### src/rtl/ssf_io_host_if.sv
// ssf_io_host_if: bundles the sample stream, processor I/O port and output
// stream signals of ssf_io_host. The slave modport is the host block, the
// master modport is whatever drives it (upstream source, core, sink).
interface ssf_io_host_if #(
  parameter int NUBITS = 32,
  parameter int NUIOIN = 2,
  parameter int NUIOOU = 2
);
  localparam int IPW = (NUIOIN > 1) ? $clog2(NUIOIN) : 1;
  localparam int OPW = (NUIOOU > 1) ? $clog2(NUIOOU) : 1;

  logic [NUBITS-1:0] s_data;
  logic [IPW-1:0]    s_port;
  logic              s_valid;
  logic              s_ready;
  logic [NUBITS-1:0] io_in;
  logic [NUIOIN-1:0] req_in;
  logic [NUBITS-1:0] io_out;
  logic [NUIOOU-1:0] out_en;
  logic [NUBITS-1:0] m_data;
  logic [OPW-1:0]    m_port;
  logic              m_valid;
  logic              m_ready;

  modport slave (
    input  s_data, s_port, s_valid, req_in, io_out, out_en, m_ready,
    output s_ready, io_in, m_data, m_port, m_valid
  );

  modport master (
    output s_data, s_port, s_valid, req_in, io_out, out_en, m_ready,
    input  s_ready, io_in, m_data, m_port, m_valid
  );
endinterface

### src/rtl/ssf_io_host.sv
// ssf_io_host: host side of the soft processor I/O ports. Per-port input
// FIFOs feed io_in on req_in strobes; io_out words qualified by out_en are
// captured with their port index into a first-word-fall-through output FIFO.
// Optional SSF_IO_HOST_STATS_EN adds saturating rd_cnt/wr_cnt counters.
module ssf_io_host #(
  parameter int NUBITS = 32,
  parameter int NUIOIN = 2,
  parameter int NUIOOU = 2,
  parameter int FDEPTH = 8
) (
  input  logic clk,
  input  logic rst,
  ssf_io_host_if.slave bus,
  output logic underflow,
  output logic overflow,
  output logic strobe_err
`ifdef SSF_IO_HOST_STATS_EN
  ,
  output logic [15:0] rd_cnt,
  output logic [15:0] wr_cnt
`endif
);
  localparam int IPW = (NUIOIN > 1) ? $clog2(NUIOIN) : 1;
  localparam int OPW = (NUIOOU > 1) ? $clog2(NUIOOU) : 1;
  localparam int PW  = $clog2(FDEPTH);
  localparam int CW  = PW + 1;
  localparam logic [CW-1:0] FULL = CW'(FDEPTH);

  // input side storage and state
  logic [NUBITS-1:0] in_mem   [NUIOIN][FDEPTH];
  logic [PW-1:0]     in_wp_q  [NUIOIN];
  logic [PW-1:0]     in_rp_q  [NUIOIN];
  logic [CW-1:0]     in_cnt_q [NUIOIN];
  logic [NUBITS-1:0] hold_q   [NUIOIN];
  logic [IPW-1:0]    last_q;

  // output side storage and state
  logic [OPW+NUBITS-1:0] out_mem [FDEPTH];
  logic [PW-1:0]     out_wp_q, out_rp_q;
  logic [CW-1:0]     out_cnt_q, out_cnt_d;

  logic underflow_q, overflow_q, strobe_err_q;
  logic underflow_d, overflow_d, strobe_err_d;

  logic [IPW-1:0]    rd_p;
  logic [OPW-1:0]    wr_q;
  logic              rd_any, rd_multi, rd_empty, rd_pop;
  logic              wr_any, wr_multi, o_full, o_pop, o_push;
  logic              s_ok, s_push;
  logic [NUIOIN-1:0] push_v, pop_v;

  // lowest set strobe bit wins on both sides
  always_comb begin
    rd_p = '0;
    for (int unsigned i = NUIOIN; i > 0; i--)
      if (bus.req_in[i-1]) rd_p = IPW'(i - 1);
    wr_q = '0;
    for (int unsigned i = NUIOOU; i > 0; i--)
      if (bus.out_en[i-1]) wr_q = OPW'(i - 1);
  end

  assign rd_any   = |bus.req_in;
  assign rd_multi = (bus.req_in & (bus.req_in - NUIOIN'(1))) != '0;
  assign wr_any   = |bus.out_en;
  assign wr_multi = (bus.out_en & (bus.out_en - NUIOOU'(1))) != '0;

  assign rd_empty = (in_cnt_q[rd_p] == '0);
  assign rd_pop   = rd_any && !rd_empty;

  assign s_ok        = int'(bus.s_port) < NUIOIN;
  assign bus.s_ready = s_ok && (in_cnt_q[bus.s_port] != FULL);
  assign s_push      = bus.s_valid && bus.s_ready;

  assign bus.io_in = !rd_any   ? hold_q[last_q] :
                     rd_empty  ? hold_q[rd_p]   : in_mem[rd_p][in_rp_q[rd_p]];

  // per-port push/pop enables
  always_comb begin
    push_v = '0;
    pop_v  = '0;
    if (s_push) push_v[bus.s_port] = 1'b1;
    if (rd_pop) pop_v[rd_p]        = 1'b1;
  end

  assign o_full      = (out_cnt_q == FULL);
  assign bus.m_valid = (out_cnt_q != '0);
  assign o_pop       = bus.m_valid && bus.m_ready;
  // a full FIFO still takes the word when the head leaves on the same edge
  assign o_push      = wr_any && (!o_full || o_pop);
  assign out_cnt_d   = out_cnt_q + CW'(o_push) - CW'(o_pop);

  // head is masked while empty so the port reads zero after reset
  assign bus.m_data = bus.m_valid ? out_mem[out_rp_q][NUBITS-1:0] : '0;
  assign bus.m_port = bus.m_valid ? out_mem[out_rp_q][OPW+NUBITS-1 -: OPW] : '0;

  assign underflow_d  = underflow_q  | (rd_any && rd_empty);
  assign overflow_d   = overflow_q   | (wr_any && !o_push);
  assign strobe_err_d = strobe_err_q | rd_multi | wr_multi;

  // FIFO storage writes (no reset needed, validity tracked by counts)
  always_ff @(posedge clk) begin
    if (s_push) in_mem[bus.s_port][in_wp_q[bus.s_port]] <= bus.s_data;
    if (o_push) out_mem[out_wp_q] <= {wr_q, bus.io_out};
  end

  // input FIFO pointers, counts and per-port hold registers
  always_ff @(posedge clk or negedge rst) begin
    if (!rst) begin
      for (int unsigned i = 0; i < NUIOIN; i++) begin
        in_wp_q[i]  <= '0;
        in_rp_q[i]  <= '0;
        in_cnt_q[i] <= '0;
        hold_q[i]   <= '0;
      end
      last_q <= '0;
    end else begin
      for (int unsigned i = 0; i < NUIOIN; i++) begin
        if (push_v[i]) in_wp_q[i] <= in_wp_q[i] + PW'(1);
        if (pop_v[i]) begin
          in_rp_q[i] <= in_rp_q[i] + PW'(1);
          hold_q[i]  <= in_mem[i][in_rp_q[i]];
        end
        in_cnt_q[i] <= in_cnt_q[i] + CW'(push_v[i]) - CW'(pop_v[i]);
      end
      if (rd_any) last_q <= rd_p;
    end
  end

  // output FIFO pointers, count and sticky error flags
  always_ff @(posedge clk or negedge rst) begin
    if (!rst) begin
      out_wp_q     <= '0;
      out_rp_q     <= '0;
      out_cnt_q    <= '0;
      underflow_q  <= 1'b0;
      overflow_q   <= 1'b0;
      strobe_err_q <= 1'b0;
    end else begin
      if (o_push) out_wp_q <= out_wp_q + PW'(1);
      if (o_pop)  out_rp_q <= out_rp_q + PW'(1);
      out_cnt_q    <= out_cnt_d;
      underflow_q  <= underflow_d;
      overflow_q   <= overflow_d;
      strobe_err_q <= strobe_err_d;
    end
  end

  assign underflow  = underflow_q;
  assign overflow   = overflow_q;
  assign strobe_err = strobe_err_q;

`ifdef SSF_IO_HOST_STATS_EN
  logic [15:0] rd_cnt_q, wr_cnt_q;

  // saturating counts of successful input pops and output pushes
  always_ff @(posedge clk or negedge rst) begin
    if (!rst) begin
      rd_cnt_q <= '0;
      wr_cnt_q <= '0;
    end else begin
      if (rd_pop && rd_cnt_q != '1) rd_cnt_q <= rd_cnt_q + 16'd1;
      if (o_push && wr_cnt_q != '1) wr_cnt_q <= wr_cnt_q + 16'd1;
    end
  end

  assign rd_cnt = rd_cnt_q;
  assign wr_cnt = wr_cnt_q;
`endif
endmodule

### src/flat_wrapper.sv
// flat-port wrapper written by rule: the top's interface ports become plain ports
module ssf_io_host_flat 
#(
  parameter int NUBITS = 32,
  parameter int NUIOIN = 2,
  parameter int NUIOOU = 2,
  parameter int FDEPTH = 8
)
  (clk, rst, underflow, overflow, strobe_err, bus_s_data, bus_s_port, bus_s_valid, bus_req_in, bus_io_out, bus_out_en, bus_m_ready, bus_s_ready, bus_io_in, bus_m_data, bus_m_port, bus_m_valid);
  ssf_io_host_if #(.NUBITS(NUBITS), .NUIOIN(NUIOIN), .NUIOOU(NUIOOU)) bus_i ();
  input  logic clk;
  input  logic rst;
  output logic underflow;
  output logic overflow;
  output logic strobe_err;
  input wire logic [$bits(bus_i.s_data)-1:0] bus_s_data;
  input wire logic [$bits(bus_i.s_port)-1:0] bus_s_port;
  input wire logic [$bits(bus_i.s_valid)-1:0] bus_s_valid;
  input wire logic [$bits(bus_i.req_in)-1:0] bus_req_in;
  input wire logic [$bits(bus_i.io_out)-1:0] bus_io_out;
  input wire logic [$bits(bus_i.out_en)-1:0] bus_out_en;
  input wire logic [$bits(bus_i.m_ready)-1:0] bus_m_ready;
  output wire logic [$bits(bus_i.s_ready)-1:0] bus_s_ready;
  output wire logic [$bits(bus_i.io_in)-1:0] bus_io_in;
  output wire logic [$bits(bus_i.m_data)-1:0] bus_m_data;
  output wire logic [$bits(bus_i.m_port)-1:0] bus_m_port;
  output wire logic [$bits(bus_i.m_valid)-1:0] bus_m_valid;
  assign bus_i.s_data = bus_s_data;
  assign bus_i.s_port = bus_s_port;
  assign bus_i.s_valid = bus_s_valid;
  assign bus_i.req_in = bus_req_in;
  assign bus_i.io_out = bus_io_out;
  assign bus_i.out_en = bus_out_en;
  assign bus_i.m_ready = bus_m_ready;
  assign bus_s_ready = bus_i.s_ready;
  assign bus_io_in = bus_i.io_in;
  assign bus_m_data = bus_i.m_data;
  assign bus_m_port = bus_i.m_port;
  assign bus_m_valid = bus_i.m_valid;
  ssf_io_host #(.NUBITS(NUBITS), .NUIOIN(NUIOIN), .NUIOOU(NUIOOU), .FDEPTH(FDEPTH)) u_core (.clk(clk), .rst(rst), .bus(bus_i), .underflow(underflow), .overflow(overflow), .strobe_err(strobe_err));
endmodule
### config.mk
export PLATFORM = sky130hd
export DESIGN_NAME = ssf_io_host_flat
export DESIGN_NICKNAME = d
export VERILOG_FILES = /design/src/rtl/ssf_io_host_if.sv /design/src/rtl/ssf_io_host.sv /design/src/flat_wrapper.sv
export SDC_FILE = /design/constraint.sdc
export NUM_CORES = 1
export LEC_CHECK = 0
export BUFFER_PORTS_ARGS = -buffer_cell sky130_fd_sc_hd__buf_4
export CAP_MARGIN = 10
export CORE_UTILIZATION = 65
export CTS_BUF_LIST = sky130_fd_sc_hd__clkbuf_8 sky130_fd_sc_hd__clkbuf_16
export CTS_CLUSTER_SIZE = 30
export DETAILED_ROUTE_END_ITERATION = 10
export GPL_ROUTABILITY_DRIVEN = 0
export PLACE_DENSITY = 0.79
export SLEW_MARGIN = 20
export SYNTH_ARGS = -nofsm -noshare
export SYNTH_HDL_FRONTEND = slang
export SYNTH_SLANG_ARGS = --single-unit
### constraint.sdc
create_clock -name clk -period 7.65 [get_ports clk]
set_input_delay 0 -clock clk [delete_from_list [all_inputs] [get_ports clk]]
set_output_delay 0 -clock clk [all_outputs]
set_load 0.1 [all_outputs]
==> impl_metrics.ini <==
[logic_synthesis]
yosys-top-cells-area = edfxtp_1 (64%), mux4_2 (10%), mux2i_1 (8.8%)
ys_warn_count = 0
avgSynthCellArea_um2 = 18.2
async_reset_ff_share_pct = 11.2
synth_cell_type_count = 47
synth-edff-count = 776
ys_seq_area_share_pct = 70.3
yosysTopAreaCell = edfxtp_1
syn_nets = 2107
mappedNetlistArea_um2 = 36700
synthCells = 2011
ys_ff_latch = 874
synth_top_area_share_pct = 63.6
synth_ff_type = edfxtp_1

[floorplan]
start_util_pct = 66.2
core-area_um2 = 55400
die_w_um = 239
dieArea_um2 = 57400
rows = 86
pin_count = 143
die_h_um = 239

[clocking]
clk_latency_ns = 0.64
tritoncts = done
path_clk_slew_ns = 0.06
ctsResizeCount = 0
cts-htree-levels = 3
clock_path_buffers = 3
cts.sinks = 874
hold_buffers = 77
postCtsSetupRepairBufs = 0
cts_buffers = 86
clockRootBuffer = clkbuf_16

[timing]
grt_setup_unrepaired = no
min_period_ns = 4.35
clock.fmax_mhz = 230
worst_pin_slew_ns = 1.15
slew-limit-headroom_pct = 23.3
setup_violations = 0
tns_ns = 0
slew_viol_final = 0
fin_worst_skew_ns = 0.0243
hold_violations = 0
hold-worst-slack_ns = 0.149
post-route-period-util_pct = 56.8

[place]
dp_hpwl_mm = 45.1
io_buffers = 142
placed_cell_area_um2 = 38500

[grt]
antenna_found_initial = 4
grt_first_pass_wirelength_mm = 129
grt.total_usage_pct = 31.1
gr-total-overflow = 0
grt_max_degree = 92
grt_pass1_vias = 21000

[critical_path]
critical_path.startpoint_type = register
crit_required_ns = 7.65
cp_data_arrival_time_ns = 4.35
cp_max_fo = 35
cp-end-kind = output port
crit_type = reg -> out

[finish]
drive_above_1_share_pct = 22.7
post-route-cell-area_um2 = 42000
nets = 2332
nFillCells = 3111
area_delta_synth_final_pct = 14.7

[detailed_routing]
detail_route.vias_per_cell = 6.68
route.detailed.drc = 0
drt-pass1-iter-count = 6
drt_iter0_drc = 2194
wirelength_mm = 87.2
ant_nets = 0
vias = 20400
post_drt_wl_per_cell_um = 28.5

[pwr]
peakVddDrop_mv = 0.572
power_density_nw_per_um2 = 430
leakage_nw = 15.1
power_w = 0.0181

[min_path]
holdCritPathClass = in -> reg

[outcome]
status = finished clean

[run]
max_cap_violations = 0
cell usage after synthesis, drive strengths merged, types with 2 or more instances:
cell / n
a21oi: 4
nor3: 9
a32oi: 31
nor2: 55
a22oi: 63
nor2b: 2
mux2i: 322
xor2: 6
dfrtp: 98
xnor2: 14
fa: 3
o22a: 32
nor3b: 2
buf: 89
nand2b: 9
nand2: 117
ha: 20
and2: 3
edfxtp: 776
nor4b: 2
mux4: 164
a21o: 3
clkbuf: 45
mux2: 3
inv: 26
or3: 2
o21ai: 69
o221ai: 32
worst paths after layout:
path	startpoint	end	slack [ns]	cells after the start
worst min register to register	u_core.hold_q[33]	u_core.hold_q[33]	0.52	2
worst max register to register	u_core.in_cnt_q[2]	u_core.in_cnt_q[2]	4.45	9
max in group asynchronous	rst	u_core.out_rp_q[0]	6.10	4
worst min-delay path	bus_io_out[24]	u_core.out_mem[4][24]	0.15	2
min in group asynchronous	rst	u_core.in_rp_q[3]	0.56	4
worst max-delay path	u_core.in_rp_q[1]	bus_io_in[12]	3.30	9
where the power goes:
part / switching, W / internal [W] / leakage, nW
Clock: 0.00171 / 0.00229 / 1.45
Combinational: 0.00508 / 0.00247 / 5.41
Sequential: 0.000534 / 0.00602 / 8.20
through the flow:
| stage | utilization (%) | instances | setup slack [ns] |
|---|---|---|---|
| after global routing | 75.8 | 3057 | 3.23 |
| after floorplan | - | 2011 | 2.64 |
| final | 75.8 | 3059 | 3.30 |
| after global placement | 69.5 | 2819 | 3.82 |
| after CTS | 75.8 | 3056 | 3.08 |
| after detailed placement | 69.5 | 2819 | 3.80 |
area by class of cell:
| cell class | count | area (µm²) | share of cell area (%) |
|---|---|---|---|
| diodes | 3 | 7.51 | 0.0179 |
| multi-input cells | 977 | 10300 | 24.4 |
| well taps | 748 | 936 | 2.23 |
| clock inverters | 66 | 394 | 0.938 |
| clock buffers | 94 | 2310 | 5.49 |
| inverters | 26 | 97.6 | 0.232 |
| repair buffers | 271 | 2260 | 5.37 |
| flip-flops and latches | 874 | 25800 | 61.3 |
placed cells by master, fill, tap and decap left out, types with 6 or more instances in the layout:
cell           count
xnor2_1           14
nor2_1            38
dfrtp_1           88
inv_1             56
o22a_1            32
o221ai_1          32
buf_4            193
clkinv_1          14
a22oi_1           63
dlygate4sd3_1     76
mux2i_1          322
nand2b_1           8
edfxtp_1         776
clkbuf_16         90
nor2_4            17
xor2_1             6
ha_1              20
a32oi_1           31
nor3_2             8
o21ai_1           63
clkinv_2          12
nand2_1          117
mux4_2           164
dfrtp_2            7
critical path, stage by stage, from the launching register on:
cell and delay (ns):
dfrtp_2 0.34, buf_4 0.71, inv_1 0.21, nor2_4 0.14, buf_4 0.55, nor2_4 0.24, buf_4 0.35, mux4_2 0.34
o221ai_1 0.41, buf_4 0.38
per-layer routing:
layer  up-vias  global-route usage, %  part of all wire, %
met2      1240                   50.5                   49
met3       240                   7.21                  9.9
met4         2                   12.9                  3.7
li1       8573                      -                    -
met1     10400                   41.1                   37
met5         -                      0                0.015
kinds of logic after synthesis:
kind of cell             Yosys count  share of synthesized area (%)
flip-flops                       874                           70.3
multiplexers                     489                           19.0
AO/OA/AOI/OAI                    239                           4.72
AND/OR/NAND/NOR                  206                           2.40
buffers and inverters            160                           2.33
adder cells (fa/ha/maj)           23                          0.846
XOR/XNOR                          20                          0.478
sequential cells by signal (all words and copies together), names as in the netlist, 3 cells and up:
| register | cells |
|---|---|
| u_core.in_wp_q | 6 |
| u_core.in_rp_q | 6 |
| u_core.hold_q | 64 |
| u_core.in_cnt_q | 8 |
| u_core.out_wp_q | 3 |
| u_core.out_cnt_q | 4 |
| u_core.out_rp_q | 3 |
| u_core.out_mem | 264 |
| u_core.in_mem | 512 |
Note: power is estimated with default switching activity, not from simulation.
